===== config.mk =====
export PLATFORM = sky130hd
export DESIGN_NAME = intersection_phase_scheduler
export DESIGN_NICKNAME = d
export VERILOG_FILES = /design/src/rtl/traffic_pkg.sv /design/src/rtl/phase_timer.sv /design/src/rtl/intersection_phase_scheduler.sv
export SDC_FILE = /design/constraint.sdc
export NUM_CORES = 1
export LEC_CHECK = 0
export CAP_MARGIN = 20
export CORE_AREA = 2 2 48 50
export CTS_CLUSTER_SIZE = 14
export DETAILED_ROUTE_END_ITERATION = 6
export DIE_AREA = 0 0 50 52
export PLACE_DENSITY_LB_ADDON = 0.25
export SLEW_MARGIN = 20
export SYNTH_ARGS = -nofsm -noshare
export SYNTH_HDL_FRONTEND = slang
export SYNTH_SLANG_ARGS = --single-unit

===== constraint.sdc =====
create_clock -name clock -period 2.1 [get_ports clock]
set_input_delay 0.525 -clock clock [delete_from_list [all_inputs] [get_ports clock]]
set_output_delay 0.525 -clock clock [all_outputs]
set_load 0.005 [all_outputs]

===== src/rtl/traffic_pkg.sv =====
// Shared types for the intersection phase scheduler: phase encodings,
// default durations and the per-approach light triple with its decoders.
package traffic_pkg;

  typedef enum logic [2:0] {
    PH_MAIN_GREEN  = 3'd0,
    PH_MAIN_YELLOW = 3'd1,
    PH_CLEAR_A     = 3'd2,
    PH_SIDE_GREEN  = 3'd3,
    PH_SIDE_YELLOW = 3'd4,
    PH_CLEAR_B     = 3'd5,
    PH_PED_WALK    = 3'd6
  } phase_t;

  localparam int DEF_MAIN_GREEN_MIN = 15;
  localparam int DEF_SIDE_GREEN     = 10;
  localparam int DEF_YELLOW         = 5;
  localparam int DEF_ALL_RED        = 2;
  localparam int DEF_WALK           = 8;
  localparam int DEF_CNT_W          = 8;

  typedef struct packed {
    logic red;
    logic yellow;
    logic green;
  } light_t;

  localparam light_t LIGHT_RED    = '{red: 1'b1, yellow: 1'b0, green: 1'b0};
  localparam light_t LIGHT_YELLOW = '{red: 1'b0, yellow: 1'b1, green: 1'b0};
  localparam light_t LIGHT_GREEN  = '{red: 1'b0, yellow: 1'b0, green: 1'b1};

  // Anything that is not an active main phase shows red, including the illegal code.
  function automatic light_t main_lights(input phase_t ph);
    case (ph)
      PH_MAIN_GREEN:  return LIGHT_GREEN;
      PH_MAIN_YELLOW: return LIGHT_YELLOW;
      default:        return LIGHT_RED;
    endcase
  endfunction

  function automatic light_t side_lights(input phase_t ph);
    case (ph)
      PH_SIDE_GREEN:  return LIGHT_GREEN;
      PH_SIDE_YELLOW: return LIGHT_YELLOW;
      default:        return LIGHT_RED;
    endcase
  endfunction

endpackage


===== src/rtl/phase_timer.sv =====
// Phase counter: loadable, with equality and at-or-past compares against a
// terminal value, and optional saturation at all-ones.
module phase_timer #(
  parameter int CNT_W = 8
) (
  input  logic             clock,
  input  logic             reset_n,
  input  logic             load,
  input  logic [CNT_W-1:0] load_value,
  input  logic             sat_en,
  input  logic [CNT_W-1:0] tc_value,
  output logic [CNT_W-1:0] count,
  output logic             tc_hit,
  output logic             tc_reached
);

  logic [CNT_W-1:0] count_reg;

  always_ff @(posedge clock or negedge reset_n) begin
    if (!reset_n) begin
      count_reg <= '0;
    end else if (load) begin
      count_reg <= load_value;
    end else if (!(sat_en && (&count_reg))) begin
      count_reg <= count_reg + 1'b1;
    end
  end

  assign count      = count_reg;
  assign tc_hit     = (count_reg == tc_value);
  assign tc_reached = (count_reg >= tc_value);

endmodule


===== src/rtl/intersection_phase_scheduler.sv =====
// Two-approach intersection sequencer with an optional pedestrian walk phase,
// built only when INTERSECTION_PED_EN is defined.
module intersection_phase_scheduler
  import traffic_pkg::*;
#(
  parameter int MAIN_GREEN_MIN = DEF_MAIN_GREEN_MIN,
  parameter int SIDE_GREEN     = DEF_SIDE_GREEN,
  parameter int YELLOW         = DEF_YELLOW,
  parameter int ALL_RED        = DEF_ALL_RED,
  parameter int WALK           = DEF_WALK,
  parameter int CNT_W          = DEF_CNT_W
) (
  input  logic       clock,
  input  logic       reset_n,
  input  logic       side_req,
  input  logic       ped_req,
  output logic       main_red,
  output logic       main_yellow,
  output logic       main_green,
  output logic       side_red,
  output logic       side_yellow,
  output logic       side_green,
  output logic       walk,
  output logic       ped_ack,
  output logic [2:0] phase
);

  localparam logic [CNT_W-1:0] MG_TC = CNT_W'(MAIN_GREEN_MIN - 1);
  localparam logic [CNT_W-1:0] SG_TC = CNT_W'(SIDE_GREEN - 1);
  localparam logic [CNT_W-1:0] Y_TC  = CNT_W'(YELLOW - 1);
  localparam logic [CNT_W-1:0] AR_TC = CNT_W'(ALL_RED - 1);
  localparam logic [CNT_W-1:0] W_TC  = CNT_W'(WALK - 1);

  phase_t           state_reg, state_next;
  logic [CNT_W-1:0] tc_value, count;
  logic             tc_hit, tc_reached;
  logic             ped_pending;
  light_t           main_l, side_l;

  phase_timer #(.CNT_W(CNT_W)) u_timer (
    .clock      (clock),
    .reset_n    (reset_n),
    .load       (state_next != state_reg),
    .load_value ('0),
    .sat_en     (state_reg == PH_MAIN_GREEN),
    .tc_value   (tc_value),
    .count      (count),
    .tc_hit     (tc_hit),
    .tc_reached (tc_reached)
  );

`ifdef INTERSECTION_PED_EN
  logic ped_pending_reg;
  logic walk_entry;

  // Entering the walk serves every request seen so far, including one on this edge.
  assign walk_entry = (state_next == PH_PED_WALK) && (state_reg != PH_PED_WALK);

  always_ff @(posedge clock or negedge reset_n) begin
    if (!reset_n) begin
      ped_pending_reg <= 1'b0;
    end else if (walk_entry) begin
      ped_pending_reg <= 1'b0;
    end else if (ped_req) begin
      ped_pending_reg <= 1'b1;
    end
  end

  assign ped_pending = ped_pending_reg;
  assign walk        = (state_reg == PH_PED_WALK);
  assign ped_ack     = (state_reg == PH_PED_WALK) && (count == '0);
`else
  logic ped_req_unused;
  logic count_unused;

  assign ped_req_unused = ped_req;
  assign count_unused   = |count;
  assign ped_pending    = 1'b0;
  assign walk           = 1'b0;
  assign ped_ack        = 1'b0;
`endif

  always_ff @(posedge clock or negedge reset_n) begin
    if (!reset_n) begin
      state_reg <= PH_CLEAR_B;
    end else begin
      state_reg <= state_next;
    end
  end

  always_comb begin
    tc_value   = '0;
    state_next = state_reg;
    case (state_reg)
      PH_MAIN_GREEN: begin
        tc_value = MG_TC;
        if (tc_reached && (side_req || ped_pending)) state_next = PH_MAIN_YELLOW;
      end
      PH_MAIN_YELLOW: begin
        tc_value = Y_TC;
        if (tc_hit) state_next = PH_CLEAR_A;
      end
      PH_CLEAR_A: begin
        tc_value = AR_TC;
        if (tc_hit) state_next = ped_pending ? PH_PED_WALK : PH_SIDE_GREEN;
      end
      PH_SIDE_GREEN: begin
        tc_value = SG_TC;
        if (tc_hit) state_next = PH_SIDE_YELLOW;
      end
      PH_SIDE_YELLOW: begin
        tc_value = Y_TC;
        if (tc_hit) state_next = PH_CLEAR_B;
      end
      PH_CLEAR_B: begin
        tc_value = AR_TC;
        if (tc_hit) state_next = PH_MAIN_GREEN;
      end
`ifdef INTERSECTION_PED_EN
      PH_PED_WALK: begin
        tc_value = W_TC;
        if (tc_hit) state_next = side_req ? PH_SIDE_GREEN : PH_CLEAR_B;
      end
`endif
      // Illegal encodings fall back to a safe all-red clearance.
      default: state_next = PH_CLEAR_B;
    endcase
  end

  assign main_l = main_lights(state_reg);
  assign side_l = side_lights(state_reg);

  assign main_red    = main_l.red;
  assign main_yellow = main_l.yellow;
  assign main_green  = main_l.green;
  assign side_red    = side_l.red;
  assign side_yellow = side_l.yellow;
  assign side_green  = side_l.green;
  assign phase       = state_reg;

endmodule


Word level (Yosys, flattened, before mapping)
Index checks and enable logic that the tools add are counted.
- flip-flop bits (word level): 11
- input port bits: 4
- output and inout bits: 11
- logic and storage cells: 30
- add/subtract/negate cells: 1
- magnitude comparators: 1
- eq/ne operators: 8
- muxes and demuxes: 12
- reduce and logical (&&, ||, !) cells: 6
- operators by type and width (kind ; number):
    2-to-1 mux 3 bit ; 6
    one-hot mux 3 bit (6 select lines) ; 1
    2-to-1 mux 8 bit ; 2
    one-hot mux 4 bit (4 select lines) ; 1
    one-hot mux 3 bit (2 select lines) ; 2
    adder 8 x 1 -> 8 bit (second input constant) ; 1
    == test 8 x 4 -> 1 bit ; 1
    greater-or-equal comparator 8 x 4 -> 1 bit ; 1
    AND reduction 8 bit ; 1
    == test 3 x 2 -> 1 bit (second input constant) ; 2
    == test 3 bit (second input constant) ; 2
    OR reduction 2 bit ; 2
    == test 3 x 1 -> 1 bit (second input constant) ; 1
    logical NOT 3 bit ; 1
    != test 3 bit ; 1
    logical AND 1 bit ; 2
    != test 2 x 1 -> 1 bit (second input constant) ; 1

Longest topological paths before layout
- word-level depth: 9
- mapped depth: 10

Modules after synthesis
Synthesis repeated with hierarchy kept, for this count alone.
- cell total of the unflattened synthesis: 116
- area, all modules: 952.2 µm²
- modules (own cells, without submodules) (module ; times used ; cells each ; area an instance (µm²) ; seq. area each (µm²)):
    phase_timer ; 1 ; 78 ; 681.9 ; 200.2
    intersection_phase_scheduler ; 1 ; 38 ; 270.3 ; 77.6

Worst setup path before layout
OpenSTA, ideal clock, no wires.
- kind: register to register
- start point: reg state_reg[0], in the netlist phase[0]
- end point: reg u_timer.count_reg[2], in the netlist u_timer.count[2]
- library setup time: 80 ps
- arrival time: 2260 ps
- path slack: -241 ps
- cell stages (with the launch flop): 9
- path through: dfstp_2 -> buf_2 -> nor3_1 -> nor2_1 -> ha_1 -> a211oi_2 -> o21ai_1 -> a311o_2 -> nor3_2
- longest elaborated chain between the ends: 9
- elaborated cells between the ends (all ways): 23
- those cells by class: order compare: 1; eq/ne: 8; mux: 9; reduce/logical: 5
- ends and longest elaborated chain (element ; RTL line ; source):
    from (decl) ; intersection_phase_scheduler.sv:34 ; phase_t state_reg, state_next;
    from (signal assigned) ; intersection_phase_scheduler.sv:87 ; state_reg <= state_next;
    == test 3 bit, or another cell as far along ; intersection_phase_scheduler.sv:94 ; case (state_reg)
    OR reduction 2 bit (no source line) ; - ;
    one-hot mux 4 bit (4 select lines) ; intersection_phase_scheduler.sv:94 ;
    greater-or-equal comparator 8 x 4 -> 1 bit ; phase_timer.sv:31 ; assign tc_reached = (count_reg >= tc_value);
    logical AND 1 bit ; intersection_phase_scheduler.sv:97 ; if (tc_reached && (side_req || ped_pending)) state_next = PH_MAIN_YELLOW;
    2-to-1 mux 3 bit ; intersection_phase_scheduler.sv:97 ;
    one-hot mux 3 bit (6 select lines) ; intersection_phase_scheduler.sv:94 ;
    != test 3 bit ; intersection_phase_scheduler.sv:43 ; .load (state_next != state_reg),
    != test 2 x 1 -> 1 bit (no source line) / 2-to-1 mux 8 bit (equally long branches) ; - ;
    to (signal assigned) ; phase_timer.sv:23 ; count_reg <= load_value;
    to (signal assigned) ; phase_timer.sv:25 ; count_reg <= count_reg + 1'b1;
    to (decl) ; phase_timer.sv:17 ; logic [CNT_W-1:0] count_reg;
Several ways; a longest one is shown, not always the timed one.
A chain may end at the register's enable or synchronous reset.

Worst setup path after layout
- start point: reg state_reg[0], in the netlist phase[0]
- end point: reg u_timer.count_reg[7], in the netlist u_timer.count[7]
The elaborated chain is that of the path after synthesis.

==> flow_summary.yaml <==
timing:
  final.min_clock_period_ns: 2.202
  finalCritPeriodShare_pct: 104.8
  skew_ns: 0.006332
  final_hold_viol_count: 0
  drv_slew: 0
  timing.hold.ws_ns: 0.5506
  postLayoutSetupSlackWorst_ns: -0.1016
  setup-tns-final_ns: -0.5039
  fmax_mhz: 454.2
  finalSetupViolations: 8
  rsz0062_at_grt: "true"
route:
  drc: 0
  routed-via-count: 702
  first_pass_iters: 4
  routed_wl_um: 1609
  wl_per_cell_um: 11.17
  antenna_left: 0
  vias_per_cell: 4.875
  drt_iter0_drc: 11
layout:
  final_cell_mix: "15 x buf_4, 14 x nor2_1, 9 x dfrtp_1"
  drive_gt1_share_pct: 36.21
  largest_reg_flops: 8
  final_cell_area_sq_um: 1097
  area_growth_pct: 41.45
  diodes: 0
  layout_commonest_cell: "buf_4"
  final_core_util_pct: 52.11
  nets: 126
worst_setup_path:
  start_kind: "flip-flop"
  worstRegToRegCells: 9
  crit_fanout: 7
  arrival_ns: 2.38
  r2r_slack_ns: -0.10
  cp-end-kind: "flip-flop"
  timing.rr.end: "u_timer.count[7]$_DFFE_PN0P_"
  path_class: "flip-flop to flip-flop"
  r2r-start: "phase[0]$_DFF_PN1_"
  cp.required_ns: 2.28
yosys:
  ys.flop_type: "dfrtp_1"
  synth-edff-count: 0
  synth.distinct_cells: 34
  yosys.area.top_type: "dfrtp_1"
  yosysTopAreaCellShare_pct: 29.03
  yosys_warnings: 0
  synth_cells: 87
  yosysSeqAreaShare_pct: 35.81
  syn_area_sq_um: 775.7
  async_reset_ff_share_pct: 100.0
  synth_seq_cells: 11
  synth_area_leaders: "dfrtp_1 29%, ha_1 8.1%, dfstp_2 6.8%"
  postSynthAreaPerCell_sq_um: 8.917
clock_tree:
  cts_sinks: 11
  clkTransAtPathRegs_ns: 0.07
  tritoncts: "done"
  cts_inserted_buffers: 3
  hold_buffers: 0
  htree_levels: 1
  cts_root_buf: "clkbuf_4"
  clk_latency_ns: 0.26
  clockBufferDepth: 2
power_and_ir_drop:
  pwr-share-clk_pct: 38.5
  power_switching_uw: 70.64
  p_int_uw: 288.6
  leakage_nw: 0.5204
  swShare_pct: 19.66
  comb_power_share_pct: 2.5
  power_density_nw_per_um2: 327.4
  peakVddDrop_mv: 0.3727
  power_uw: 359.2
  p_seq_share_pct: 59.0
worst_hold_path:
  hp-start: "u_timer.count[3]$_DFFE_PN0P_"
  hold_class: "flip-flop to flip-flop"
  min_path_cells: 1
  worstHoldEndpoint: "u_timer.count[3]$_DFFE_PN0P_"
global_route:
  grt_pass1_wl_um: 2553
  grt_max_degree: 12
  grtUsageTotal_pct: 12.75
  grt_pass1_vias: 587
  antenna_found_initial: 0
  grt-ovfl-total: 0
floorplan:
  coreArea_sq_um: 2106
  pin_count: 15
  die-width_um: 50
  die_h_um: 52
  start_util_pct: 36.84
  dieArea_sq_um: 2600
  placement_rows: 17
outcome:
  status: "complete, but fails checks"
  violations: "setup timing"
placement:
  place_area_sq_um: 994.7
  numPortBuffers: 11
  gp_congestion: 0.7926
  post-dp-hpwl_um: 1253
run:
  max-cap-violations: 0
-- layer usage --
layer,global-route usage [%],wire (um),vias up
met5,0,0,-
met4,1.389,0,0
met3,3.448,60,0
met2,21.05,771,16
met1,17.15,778,324
li1,-,-,362
-- critical path, cell delays in order (launching register included) --
cell and delay, ns:
dfstp_2 0.56, nor2_1 0.06, and2_1 0.18, nor2_1 0.11
ha_1 0.25, nand4_1 0.13, nor2_1 0.08, o21a_1 0.16
a311o_2 0.41, nor3_2 0.17
-- logic make-up after synthesis --
group / share of synthesized area [%]
other: 0.4834
muxes: 2.742
and+or+nand+nor: 32.26
adders and majority gates: 8.065
buffers and inverters: 5.645
xor gates and xnor gates: 2.258
DFF: 35.81
AOI/OAI and AO/OA: 12.74
-- worst max-delay path by stage --
stage,start,endpoint,cells after the start
after floorplan,phase[0]$_DFF_PN1_,u_timer.count[2]$_DFFE_PN0P_,9
after global placement,phase[2]$_DFF_PN1_,u_timer.count[2]$_DFFE_PN0P_,8
after detailed placement,phase[0]$_DFF_PN1_,u_timer.count[2]$_DFFE_PN0P_,9
after CTS,phase[2]$_DFF_PN1_,u_timer.count[7]$_DFFE_PN0P_,9
after global routing,phase[2]$_DFF_PN1_,u_timer.count[7]$_DFFE_PN0P_,9
final,phase[0]$_DFF_PN1_,u_timer.count[7]$_DFFE_PN0P_,9
-- metrics by stage --
stage	std cells	setup WS [ns]
2_1_floorplan	88	-0.07071
3_3_place_gp	135	-0.09524
3_5_place_dp	135	-0.1078
4_1_cts	143	-0.1130
5_1_grt	144	-0.2244
6_report	144	-0.1016
-- power by group through the flow --
stage	clock network, mW	registers, mW	logic, mW
after floorplan	0	0.216	0.00350
after global placement	0	0.216	0.00881
after detailed placement	0	0.216	0.00891
after CTS	0.145	0.212	0.00917
after global routing	0.160	0.212	0.0105
final	0.138	0.212	0.00887
-- cell usage after synthesis, types with 2 or more instances --
cell type,instances
ha_1,5
inv_1,3
nor2_1,14
buf_4,3
a21oi_1,4
and3_1,5
nand3_1,3
dfstp_2,2
dfrtp_1,9
nand2_1,8
a211oi_2,2
and2_1,2
nor3_2,4
buf_2,2
nor3_1,2
-- layout make-up --
type | instances | area (sq um)
fill | 201 | 1008
multi-input combinational | 69 | 498.0
sequential | 11 | 277.8
timing repair buffer | 29 | 249.0
tap | 28 | 35.03
clock buffer | 4 | 26.28
inverter | 3 | 11.26
-- timing repair --
item | 4_1_cts | 5_1_grt
buffers inserted | 4 | 1
endpoints found under the setup margin | 14 | 15
pin swaps | 11 | 4
gates resized for setup | 12 | 6
No activity file was read; power rests on OpenSTA's default activity.
